===== src/rtl/uart_rx_os16.sv =====
// 16x-oversampling 8N1 UART receiver with majority-vote sampling and a one-entry holding register.
// Define UART_RX_PARITY_EN to add an even-parity bit and the o_Parity_Err port.
module uart_rx_os16 #(
    parameter int FPGA_clk_freq = 50000000,
    parameter int baudrate      = 115200
) (
    input  logic       clk,
    input  logic       rst_n,
    input  logic       i_RX_Serial,
    input  logic       i_RX_Ready,
    output logic [7:0] o_RX_Byte,
    output logic       o_RX_DV,
    output logic       o_RX_Busy,
    output logic       o_Frame_Err,
`ifdef UART_RX_PARITY_EN
    output logic       o_Parity_Err,
`endif
    output logic       o_Overrun
);

    localparam int CPT = FPGA_clk_freq / (baudrate * 16);
    localparam int TW  = (CPT > 1) ? $clog2(CPT) : 1;
    localparam logic [TW-1:0] TICK_LAST = TW'(CPT - 1);

    generate
        if (CPT < 1) begin : g_cfg_err
            $error("uart_rx_os16: clock too slow for 16x oversampling");
        end
    endgenerate

    typedef enum logic [2:0] {
        IDLE   = 3'd0,
        START  = 3'd1,
        DATA   = 3'd2,
`ifdef UART_RX_PARITY_EN
        PARITY = 3'd3,
`endif
        STOP   = 3'd4
    } state_t;

    state_t state_q, state_d;

    logic          s1_q, s2_q, prev_q;
    logic [TW-1:0] tcnt_q;
    logic [3:0]    sub_q;
    logic [1:0]    samp_q;
    logic [2:0]    bit_q;
    logic [7:0]    shift_q;
    logic [7:0]    byte_q;
    logic          dv_q, fe_q, ov_q;

    logic tick, fall, maj, mid, bit_end;
    logic start_det, shift_en, stop_chk;
    logic par_bad, frame_ok, frame_err, par_err, pop;

    assign tick    = (tcnt_q == TICK_LAST);
    assign fall    = prev_q & ~s2_q;
    assign mid     = tick && (sub_q == 4'd9);
    assign bit_end = tick && (sub_q == 4'd15);
    // Tick-9 decision: two stored samples plus the live one.
    assign maj = (samp_q[0] & samp_q[1]) | (samp_q[0] & s2_q) | (samp_q[1] & s2_q);

    always_ff @(posedge clk or negedge rst_n) begin
        if (!rst_n) state_q <= IDLE;
        else        state_q <= state_d;
    end

    always_comb begin
        state_d = state_q;
        unique case (state_q)
            IDLE:  if (fall) state_d = START;
            START: begin
                if (mid && maj)   state_d = IDLE;
                else if (bit_end) state_d = DATA;
            end
            DATA: begin
                if (bit_end && bit_q == 3'd7) begin
`ifdef UART_RX_PARITY_EN
                    state_d = PARITY;
`else
                    state_d = STOP;
`endif
                end
            end
`ifdef UART_RX_PARITY_EN
            PARITY: if (bit_end) state_d = STOP;
`endif
            STOP:  if (mid) state_d = IDLE;
            default: state_d = IDLE;
        endcase
    end

    always_comb begin
        start_det = (state_q == IDLE) && fall;
        shift_en  = (state_q == DATA) && mid;
        stop_chk  = (state_q == STOP) && mid;
    end

`ifdef UART_RX_PARITY_EN
    logic par_bad_q;

    always_ff @(posedge clk or negedge rst_n) begin
        if (!rst_n)
            par_bad_q <= 1'b0;
        else if (start_det)
            par_bad_q <= 1'b0;
        else if (state_q == PARITY && mid)
            par_bad_q <= maj ^ (^shift_q);
    end

    assign par_bad = par_bad_q;
`else
    assign par_bad = 1'b0;
`endif

    assign pop       = dv_q & i_RX_Ready;
    assign frame_err = stop_chk & ~maj;
    assign par_err   = stop_chk & maj & par_bad;
    assign frame_ok  = stop_chk & maj & ~par_bad;

    always_ff @(posedge clk or negedge rst_n) begin
        if (!rst_n) begin
            s1_q    <= 1'b1;
            s2_q    <= 1'b1;
            prev_q  <= 1'b1;
            tcnt_q  <= '0;
            sub_q   <= 4'd0;
            samp_q  <= 2'b11;
            bit_q   <= 3'd0;
            shift_q <= 8'h00;
        end else begin
            s1_q   <= i_RX_Serial;
            s2_q   <= s1_q;
            prev_q <= s2_q;
            if (start_det || tick) tcnt_q <= '0;
            else                   tcnt_q <= tcnt_q + 1'b1;
            if (start_det) sub_q <= 4'd0;
            else if (tick) sub_q <= sub_q + 4'd1;
            if (tick && sub_q == 4'd7) samp_q[0] <= s2_q;
            if (tick && sub_q == 4'd8) samp_q[1] <= s2_q;
            if (start_det)
                bit_q <= 3'd0;
            else if (state_q == DATA && bit_end)
                bit_q <= bit_q + 3'd1;
            if (shift_en) shift_q <= {maj, shift_q[7:1]};
        end
    end

    // Holding register: a pop in the same cycle frees the slot for the new byte.
    always_ff @(posedge clk or negedge rst_n) begin
        if (!rst_n) begin
            byte_q <= 8'h00;
            dv_q   <= 1'b0;
            fe_q   <= 1'b0;
            ov_q   <= 1'b0;
        end else begin
            if (frame_ok && (!dv_q || pop)) begin
                byte_q <= shift_q;
                dv_q   <= 1'b1;
            end else if (pop) begin
                dv_q   <= 1'b0;
            end
            fe_q <= frame_err;
            ov_q <= frame_ok & dv_q & ~pop;
        end
    end

`ifdef UART_RX_PARITY_EN
    logic pe_q;

    always_ff @(posedge clk or negedge rst_n) begin
        if (!rst_n) pe_q <= 1'b0;
        else        pe_q <= par_err;
    end

    assign o_Parity_Err = pe_q;
`else
    logic unused_par;
    assign unused_par = par_err;
`endif

    assign o_RX_Byte   = byte_q;
    assign o_RX_DV     = dv_q;
    assign o_RX_Busy   = (state_q != IDLE);
    assign o_Frame_Err = fe_q;
    assign o_Overrun   = ov_q;

endmodule

===== config.mk =====
export PLATFORM = sky130hd
export DESIGN_NAME = uart_rx_os16
export DESIGN_NICKNAME = d
export VERILOG_FILES = /design/src/rtl/uart_rx_os16.sv
export SDC_FILE = /design/constraint.sdc
export NUM_CORES = 1
export LEC_CHECK = 0
export BUFFER_PORTS_ARGS = -buffer_cell sky130_fd_sc_hd__buf_2
export CORE_MARGIN = 8
export CORE_UTILIZATION = 47
export CTS_CLUSTER_SIZE = 16
export DETAILED_ROUTE_END_ITERATION = 8
export PLACE_DENSITY = 0.77
export SETUP_SLACK_MARGIN = 0.5
export SLEW_MARGIN = 20
export SYNTH_ARGS = -nofsm -noshare
export SYNTH_HDL_FRONTEND = slang
export SYNTH_SLANG_ARGS = --single-unit
export TNS_END_PERCENT = 30

===== constraint.sdc =====
create_clock -name clk -period 4.05 [get_ports clk]
set_input_delay 0.2025 -clock clk [delete_from_list [all_inputs] [get_ports clk]]
set_output_delay 0.2025 -clock clk [all_outputs]
set_load 0.02 [all_outputs]

==> summary.md <==
| Metric | Value |
|---|---|
| Die Ht | 76.06 µm |
| TNS Setup | 0 ns |
| Wire length per cell | 13.50 µm |
| Post-synthesis cell count | roughly 130 |
| Detailed Place HPWL | 1990 µm |
| # DRC | 0 |
| CP required | 4.28 ns |
| Main flop type after synthesis | dfrtp_1 |
| Final Skew | 0.006875 ns |
| First-pass GRT wire length | approximately 4600 µm |
| Final Hold Fails | 0 |
| Via density | 5.136 |
| Post-place setup slack | 1.985 ns |
| Number of global-route vias before repair | 1,041 |
| Post-route clock period utilization | 0.5145 |
| Tot GR Track Use | 0.09643 |
| RSZ-0062 raised after global routing | no |
| Die X | 76.06 µm |
| Final Setup Violations | 0 |
| Yosys reg bits | 39 |
| Core area | between 0.003 and 0.004 mm² |
| Worst vdd ir | approximately 0.16 mV |
| Clock tree root driver cell | clkbuf_4 |
| PD cells | 465.0 mW/mm² |
| Worst setup SP type | flip-flop |
| Synth area leaders | dfrtp_1 (50%), mux2_2 (11%), dfstp_2 (7.7%) |
| Status | finished, final reports clean |
| Crit Path Category | reg -> reg |
| Pleak | between 0.9 and 1 nW |
| Compound-gate portion of the synthesized area | 0.02878 |
| Final Power | 0.9025 mW |
| Total Wirelength | between 2000 and 3000 µm |
| Post-cts resize count | 0 |
| Synth area leader | dfrtp_1 |
| WHS | approximately 0.15 ns |
| Sequential area share after synthesis | 0.5793 |
| Post-synthesis adder-cell area fraction | 0.05756 |
| Slew Limit Fails | 0 |
| Mux cell area share after synthesis | 0.1314 |
| Final ANT Viol Nets | 0 |
| CP arrival | 2.31 ns |
| Layout cells sized above 1 | 0.3576 |
| CTS hold repair buffers | 2 |
| Post-synth top cells | dfrtp_1 (34), mux2_2 (17), nor2_1 (13), nand2_1 (9), ha_1 (7) |
| Largest family of logic cells by synthesized area | simple AND/OR/NAND/NOR gates |
| Worst hold path type | in -> reg |
| Clk Latency, worst-skew pair | 0.34 ns |
| Worst-margin pin slew | 0.8223 ns |
| Drt pass-1 iters | 4 |
| Fill count | about 290 |
| Cell Area, Synth | 0.001695 mm² |
| Avg Inst Size Synth | 13.25 µm² |
| Post-route minimum period | 2.084 ns |
| Post-synth EDFFs | 0 |
| Postcts setup bufs | 0 |
| Fmax | 0.4799 GHz |
| # nets final | 161 |
| Grt total ovfl | 0 |
| Starting Density | 0.4774 |
| Most numerous cell in the Yosys netlist | dfrtp_1 |
| Htree depth | 2 |
| Number of library cell types mapped by synthesis | 32 |
| Relative slew slack | 0.4518 |
| CTS buffer count | 5 |
| Initial antenna violation count | 0 |
| Final instance area | 0.001941 mm² |
| Ys async rst share | 1.000 |
| FP Rows | 22 |
| IO Pins | 16 |
| YS warnings | 0 |
| Syn_nets | 139 |
| Post-Synth Simple-Gate Area | 0.1587 |
| Die area | 0.005785 mm² |
| Endpoint class of the critical path | flip-flop |
| Final worst slack | 1.966 ns |
| Synth Area in XOR/XNOR | 0.03100 |
| CTS sink cnt | 39 |
| Clock-pin slew on the worst setup and hold paths | about 0.11 ns |
| Via Count | 1,022 |
| Clock Tree Buf Depth | 2 |
| Pin count of the biggest net entering global routing | 40 |
| ANT cells | 0 |
| Area grow syn2layout | 14.46% |
| Iter 0 DRT Violations | 34 |
| Dpl cell area | 0.001819 mm² |
| CTS tree | built |
| Number of max-cap violations | 0 |
| Worst-path maximum fanout | 8 |
| Number of port buffers | 15 |
| Area share of the largest cell type after synthesis | 0.5018 |
| Gpl congestion | 0.7381 |
==> layer usage <==
metal	track usage	vias up	routed length (µm)
met3	0.05071	6	204
met2	0.1637	29	1303
met1	0.09935	497	1141
met5	0	-	0
li1	-	490	-
met4	0.03269	0	38
==> stage by stage <==
stage	util	std cells
3_5_place_dp	0.5123	189
4_1_cts	0.5465	199
3_3_place_gp	0.5123	189
5_1_grt	0.5465	199
6_report	0.5465	199
2_1_floorplan	-	128
==> critical path, cell delays in order, from the launching register on <==
cell	delay, ns
dfrtp_1	0.42
inv_1	0.07
ha_1	0.20
nand4b_4	0.16
nor3_2	0.27
and4b_1	0.47
mux2_2	0.39
==> cell type report <==
class,count,area (µm²),area share
Clock inverter,2,60.06,0.03095
Clock buffer,6,41.29,0.02128
Multi-Input combinational cell,84,690.7,0.3559
Timing Repair Buffer,17,95.09,0.04900
Inverter,3,11.26,0.005803
Tap cell,48,60.06,0.03095
Sequential cell,39,982.2,0.5061
==> layout by cell type (no fill, tap or decap), drive strengths merged, types with 4 or more instances in the layout <==
cell type / netlist / final
nor3: 4 / 4
xor2: 4 / 4
clkbuf: 1 / 6
ha: 7 / 7
dfstp: 5 / 5
nor2: 14 / 14
nand2: 9 / 9
a21oi: 4 / 4
dfrtp: 34 / 34
buf: 1 / 15
mux2: 18 / 18
==> sequential cells by signal, summed over array words and instances (netlist names), 2 cells and up <==
signal and cells:
state_q 3, shift_q 8, o_RX_Byte 8, bit_q 3
samp_q 2, sub_q 4, tcnt_q 5
==> kinds of logic (layout without fill, tap and decap cells) <==
family	Yosys count	in the layout
muxes	20	20
adders and majority gates	8	8
buffers and inverters	5	28
AOI/OAI and AO/OA	8	8
xor gates and xnor gates	6	6
DFF	39	39
and+or+nand+nor	42	42
==> final timing paths <==
| check | start | to | slack (ns) | cells past startpoint |
|---|---|---|---|---|
| worst max-delay path | tcnt_q[0] | o_RX_Byte[5] | 1.97 | 6 |
| max in group asynchronous | rst_n | o_RX_Byte[6] | 3.04 | 2 |
| worst min-delay path | i_RX_Ready | o_Overrun | 0.15 | 3 |
| min in group asynchronous | rst_n | state_q[1] | 0.49 | 2 |
| worst min register to register | s1_q | s2_q | 0.38 | 0 |
| worst max register to register | tcnt_q[0] | o_RX_Byte[5] | 1.97 | 6 |
==> power breakdown <==
part | leakage [nW] | switching [mW] | internal [mW] | total (mW)
Sequential | 0.513 | 0.0437 | 0.427 | 0.471
Combinational | 0.414 | 0.0656 | 0.0548 | 0.120
Clock | 0.0525 | 0.119 | 0.193 | 0.311
(Power assumes the default switching activity.)
